File: config.mk
export PLATFORM = sky130hd
export DESIGN_NAME = counter_cmd_ctrl
export DESIGN_NICKNAME = d
export VERILOG_FILES = /design/src/rtl/counter_cmd_ctrl.sv
export SDC_FILE = /design/constraint.sdc
export NUM_CORES = 1
export LEC_CHECK = 0
export ABC_AREA = 1
export ABC_CLOCK_PERIOD_IN_PS = 2300
export BUFFER_PORTS_ARGS = -buffer_cell sky130_fd_sc_hd__buf_2
export CAP_MARGIN = 20
export CORE_UTILIZATION = 50
export CTS_CLUSTER_SIZE = 14
export DETAILED_ROUTE_END_ITERATION = 10
export GPL_TIMING_DRIVEN = 0
export PLACE_DENSITY = 0.68
export SLEW_MARGIN = 40
export SYNTH_ARGS = -nofsm -noshare
export SYNTH_HDL_FRONTEND = slang
export SYNTH_SLANG_ARGS = --single-unit
File: constraint.sdc
create_clock -name clk -period 2.3 [get_ports clk]
set_input_delay 0.46 -clock clk [delete_from_list [all_inputs] [get_ports clk]]
set_output_delay 0.46 -clock clk [all_outputs]
set_load 0.005 [all_outputs]
File: src/rtl/counter_cmd_ctrl.sv
// counter_cmd_ctrl: turns debounced button levels into per-channel enable/mode
// state, a channel-select index, and short/long-press clear pulses.
module counter_cmd_ctrl #(
  parameter int NUM_CH      = 4,
  parameter int SEL_W       = 2,
  parameter int LONG_CYCLES = 100_000_000,
  parameter bit MODE_LOCK   = 1'b1
) (
  input  logic              clk,
  input  logic              rst_n,
  input  logic              btn_enable,
  input  logic              btn_clear,
  input  logic              btn_mode,
  input  logic              btn_sel,
  output logic [NUM_CH-1:0] enable,
  output logic [NUM_CH-1:0] mode,
  output logic [NUM_CH-1:0] clear,
  output logic [SEL_W-1:0]  sel,
  output logic              long_clr
);

  localparam int                CNT_W    = $clog2(LONG_CYCLES + 1);
  localparam logic [CNT_W-1:0]  CNT_LAST = CNT_W'(LONG_CYCLES - 1);
  localparam logic [CNT_W-1:0]  CNT_ONE  = CNT_W'(1);
  localparam logic [SEL_W-1:0]  SEL_LAST = SEL_W'(NUM_CH - 1);

  typedef enum logic [1:0] {
    ST_IDLE,
    ST_HOLD,
    ST_LONG
  } state_e;

  state_e             state_q, state_d;
  logic [CNT_W-1:0]   hold_cnt_q, hold_cnt_d;
  logic               btn_en_q, btn_clr_q, btn_md_q, btn_sel_q;
  logic [NUM_CH-1:0]  enable_q, enable_d;
  logic [NUM_CH-1:0]  mode_q, mode_d;
  logic [NUM_CH-1:0]  clear_q, clear_d;
  logic [SEL_W-1:0]   sel_q, sel_d;
  logic               long_clr_q, long_clr_d;

  logic en_press, md_press, sel_press, clr_press;

  assign en_press  = btn_enable & ~btn_en_q;
  assign md_press  = btn_mode   & ~btn_md_q;
  assign sel_press = btn_sel    & ~btn_sel_q;
  assign clr_press = btn_clear  & ~btn_clr_q;

  // Next-state for channel state, select index and the clear-press FSM.
  // Every action indexes with sel_q so a same-cycle select press does not
  // redirect enable/mode/clear to the new channel.
  always_comb begin
    enable_d   = enable_q;
    mode_d     = mode_q;
    sel_d      = sel_q;
    clear_d    = '0;
    long_clr_d = 1'b0;
    state_d    = state_q;
    hold_cnt_d = hold_cnt_q;

    if (en_press) begin
      enable_d[sel_q] = ~enable_q[sel_q];
    end
    if (md_press && !(MODE_LOCK && enable_q[sel_q])) begin
      mode_d[sel_q] = ~mode_q[sel_q];
    end
    if (sel_press) begin
      sel_d = (sel_q == SEL_LAST) ? '0 : sel_q + SEL_W'(1);
    end

    case (state_q)
      ST_IDLE: begin
        if (clr_press) begin
          state_d    = ST_HOLD;
          hold_cnt_d = CNT_ONE;
        end
      end
      ST_HOLD: begin
        if (btn_clear) begin
          if (hold_cnt_q != '1) begin
            hold_cnt_d = hold_cnt_q + CNT_ONE;
          end
          // Fires on the edge where the count reaches LONG_CYCLES.
          if (hold_cnt_q == CNT_LAST) begin
            clear_d    = '1;
            long_clr_d = 1'b1;
            state_d    = ST_LONG;
          end
        end else begin
          clear_d[sel_q] = 1'b1;
          state_d        = ST_IDLE;
          hold_cnt_d     = '0;
        end
      end
      ST_LONG: begin
        if (!btn_clear) begin
          state_d    = ST_IDLE;
          hold_cnt_d = '0;
        end else if (hold_cnt_q != '1) begin
          hold_cnt_d = hold_cnt_q + CNT_ONE;
        end
      end
      default: begin
        state_d    = ST_IDLE;
        hold_cnt_d = '0;
      end
    endcase
  end

  // State registers; button history resets high so held buttons are ignored.
  always_ff @(posedge clk or negedge rst_n) begin
    if (!rst_n) begin
      state_q    <= ST_IDLE;
      hold_cnt_q <= '0;
      btn_en_q   <= 1'b1;
      btn_clr_q  <= 1'b1;
      btn_md_q   <= 1'b1;
      btn_sel_q  <= 1'b1;
      enable_q   <= '0;
      mode_q     <= '0;
      clear_q    <= '0;
      sel_q      <= '0;
      long_clr_q <= 1'b0;
    end else begin
      state_q    <= state_d;
      hold_cnt_q <= hold_cnt_d;
      btn_en_q   <= btn_enable;
      btn_clr_q  <= btn_clear;
      btn_md_q   <= btn_mode;
      btn_sel_q  <= btn_sel;
      enable_q   <= enable_d;
      mode_q     <= mode_d;
      clear_q    <= clear_d;
      sel_q      <= sel_d;
      long_clr_q <= long_clr_d;
    end
  end

  assign enable   = enable_q;
  assign mode     = mode_q;
  assign clear    = clear_q;
  assign sel      = sel_q;
  assign long_clr = long_clr_q;

endmodule

==> impl_metrics.ini <==
[final_layout]
diodes = 0
final_common_cell = sky130_fd_sc_hd__nand2_1
finalNetCount = 444
area_growth_syn_to_layout_pct = 11.4
final_layout_size_suffix_gt1_share_pct = 11.7
mostFrequentLayoutCells = 99 x sky130_fd_sc_hd__nand2_1, 61 x sky130_fd_sc_hd__inv_1, 54 x sky130_fd_sc_hd__nor2_1, 44 x sky130_fd_sc_hd__dfrtp_1, 29 x sky130_fd_sc_hd__nand3_1
fill_cells = 535

[cts]
ctsHtreeMaxLevel = 2
cts.hold.buffers_added = 0
numClockSinks = 48
tritoncts = done
clk_latency_ns = 0.30
cts.root.buffer_cell = sky130_fd_sc_hd__clkbuf_8
cts_inserted_buffers = 5
cts-root-to-sink-buffers = 2
clkSlewWorstSetupHoldPaths_ns = 0.09
post-cts-setup-buffer-count = 0

[power_and_ir_drop]
report.power.total_mw = 2.82
comb_power_share_pct = 36.4
power.ir.vdd_worst_v = 0.000447
clockPowerShare_pct = 25.2
switching_share_pct = 38.1
power.net_switching_mw = 1.07
intPower_mw = 1.75
total_leakage_power_nw = 1.44
power_density_of_the_placed_cells_nw_per_um2 = 882
pwr-share-seq_pct = 38.4

[route]
number_of_vias_per_cell_after_detailed_routing = 5.26
drt_wl_cell_um = 13.8
drt-total-wl_um = 6880
drc = 0
drt_first_pass_iters = 5
num_vias = 2631
drt_iter0_markers = 201
route.antenna.remaining_nets = 0

[synthesis]
synth.yosys.warnings = 0
synthCells = 401
synthDistinctLibCells = 30
postSynthNetCount = 417
async_flop_share_pct = 100
seq_area_frac_synth_pct = 42.0
syn_area_um2 = 2870
synth.avg_cell_area_um2 = 7.16
ys_seq_elements = 48
post-synth-top-area-fraction_pct = 38.3
synth.area.top_cells = sky130_fd_sc_hd__dfrtp_1 38%, sky130_fd_sc_hd__nand2_1 13%, sky130_fd_sc_hd__inv_1 8.0%
synth_top_cell_by_area = sky130_fd_sc_hd__dfrtp_1
dominant_synthesized_flop_cell = sky130_fd_sc_hd__dfrtp_1
synth-edff-count = 0

[sta]
period_share_pct = 93.5
fin_tns_setup_ns = 0
count_of_final_setup_violators = 0
clock_skew_ns = 0.00830
rsz0062_at_grt = no
maxSlewHeadroom_pct = 59.6
tightestPinTransition_ns = 0.605
fmax_mhz = 465
final_max_slew_viol_count = 0
post-route-min-period_ns = 2.15
report.final.hold_viol_count = 0

[setup_path]
crit_path_cell_trace = inv_1 -> ha_1 -> nand2_1 -> nor2_2 -> inv_1 -> nor2_2 -> inv_1 -> o21ai_0
crit_type = reg2reg
crit_path_start_kind = flip-flop
worst_path_required_time_ns = 2.52
timing.critical_path.fanout_max = 7
critPathMostFrequentCell = sky130_fd_sc_hd__inv_1
cp_slowest_cell = sky130_fd_sc_hd__dfrtp_1
timing.critical_path.buf_inv = 3
cp-end-kind = flip-flop
cpLargestDelayFamily = simple AND/OR/NAND/NOR gates
cp.arrival_ns = 2.37
critPathMaxStageDelay_ns = 0.40

[min_path]
min-delay-path-class = in2async

[die]
ioPinCount = 21
dieWidth_um = 77.8
fp.dieArea_um2 = 6050
floorplan.rows = 27
core-area_um2 = 5510
initial_core_util_pct = 52.1
die_y_um = 77.8

[run]
cap_violations = 0

[grt]
initial_antenna_violation_count = 0
grt_util_all_layers_pct = 25.4
vias_in_the_first_global_route = 2558
grt_pass1_wl_um = 12000
grt_max_degree = 49
globalRoute.totalOverflow = 0

[run_status]
outcome = completed

[place]
dpl.hpwl_um = 5160
gp_congestion = 0.911
port-buffer-count = 20
flip-flops by register name (all words and copies together) (netlist names):
signal	cells
btn_clr_q	1
btn_en_q	1
btn_md_q	1
btn_sel_q	1
clear	4
enable	4
hold_cnt_q	27
long_clr	1
mode	4
sel	2
state_q	2
worst reg2reg max path, delay by kind of cell, from the launching register on:
family                   cells  cell delay (ns)
AO/OA/AOI/OAI                1             0.17
adder cells (fa/ha/maj)      1             0.33
buffers and inverters        3             0.46
flip-flops                   1             0.40
AND/OR/NAND/NOR              3             0.72
power by group through the flow:
| stage | Clock (mW) | Sequential (mW) | Combinational (mW) |
|---|---|---|---|
| 2_1_floorplan | 0 | 1.10 | 0.649 |
| 3_3_place_gp | 0 | 1.10 | 0.995 |
| 3_5_place_dp | 0 | 1.10 | 1.01 |
| 4_1_cts | 0.727 | 1.09 | 1.02 |
| 5_1_grt | 0.757 | 1.11 | 1.17 |
| 6_report | 0.711 | 1.08 | 1.03 |
synthesized netlist by cell type, types with 3 or more instances:
cell / number
sky130_fd_sc_hd__a21oi_1: 22
sky130_fd_sc_hd__buf_2: 3
sky130_fd_sc_hd__dfrtp_1: 44
sky130_fd_sc_hd__dfstp_2: 4
sky130_fd_sc_hd__ha_1: 10
sky130_fd_sc_hd__inv_1: 61
sky130_fd_sc_hd__nand2_1: 99
sky130_fd_sc_hd__nand2_2: 3
sky130_fd_sc_hd__nand3_1: 29
sky130_fd_sc_hd__nand4_1: 9
sky130_fd_sc_hd__nor2_1: 56
sky130_fd_sc_hd__nor3_1: 12
sky130_fd_sc_hd__o21ai_0: 22
sky130_fd_sc_hd__o21ai_1: 5
sky130_fd_sc_hd__xor2_1: 3
path summary, 6_finish.rpt:
check	start	end	slack, ns	cells after the start
setup / recovery	state_q[0]	hold_cnt_q[24]	0.15	8
hold / removal	rst_n	hold_cnt_q[11]	0.16	1
setup reg to reg	state_q[0]	hold_cnt_q[24]	0.15	8
hold reg to reg	hold_cnt_q[5]	hold_cnt_q[5]	0.55	2
max in group asynchronous	rst_n	hold_cnt_q[3]	1.72	1
min in group clk	btn_clear	btn_clr_q	0.26	1
final cells by class:
cell class | count | area, um^2 | share of cell area, %
Buffer | 6 | 41.3 | 1.29
Clock buffer | 5 | 68.8 | 2.15
Clock inverter | 2 | 60.1 | 1.88
Tap cell | 72 | 90.1 | 2.82
Multi-Input combinational cell | 285 | 1400 | 43.7
Sequential cell | 48 | 1210 | 37.7
Inverter | 62 | 233 | 7.28
Timing Repair Buffer | 20 | 103 | 3.21
kinds of logic (layout without fill, tap and decap cells):
group	after synthesis	after routing	synth area share (%)
and+or+nand+nor	216	216	32.7
adders and majority gates	10	10	4.36
xor gates and xnor gates	3	3	0.915
DFF	48	48	42.0
AOI/OAI and AO/OA	56	56	10.5
buffers and inverters	68	95	9.54
metrics by stage:
stage | setup slack (ns) | utilization (%) | cell area, um^2 | cells | hold slack (ns)
4_1_cts | 0.0294 | 58.0 | 3200 | 500 | 0.188
3_3_place_gp | -0.0960 | 55.6 | 3060 | 493 | 0.521
2_1_floorplan | 0.544 | - | 2870 | 401 | 0.164
6_report | 0.150 | 58.1 | 3200 | 500 | 0.164
3_5_place_dp | -0.186 | 55.6 | 3060 | 493 | 0.521
5_1_grt | 0.0235 | 58.1 | 3200 | 500 | 0.222
metal layers:
| metal | vias to the layer above | global-route usage (%) | part of all wire, % |
|---|---|---|---|
| li1 | 1322 | - | - |
| met5 | - | 0 | 0 |
| met4 | 0 | 6.42 | 1.2 |
| met1 | 1241 | 35.6 | 49 |
| met3 | 11 | 4.24 | 4.1 |
| met2 | 57 | 40.6 | 46 |
repair_timing:
action,in CTS,in global routing
endpoints found under the hold margin,0,0
resized for setup,1,1
endpoints found under the setup margin,8,3
Power figures use the tool's default switching activity.
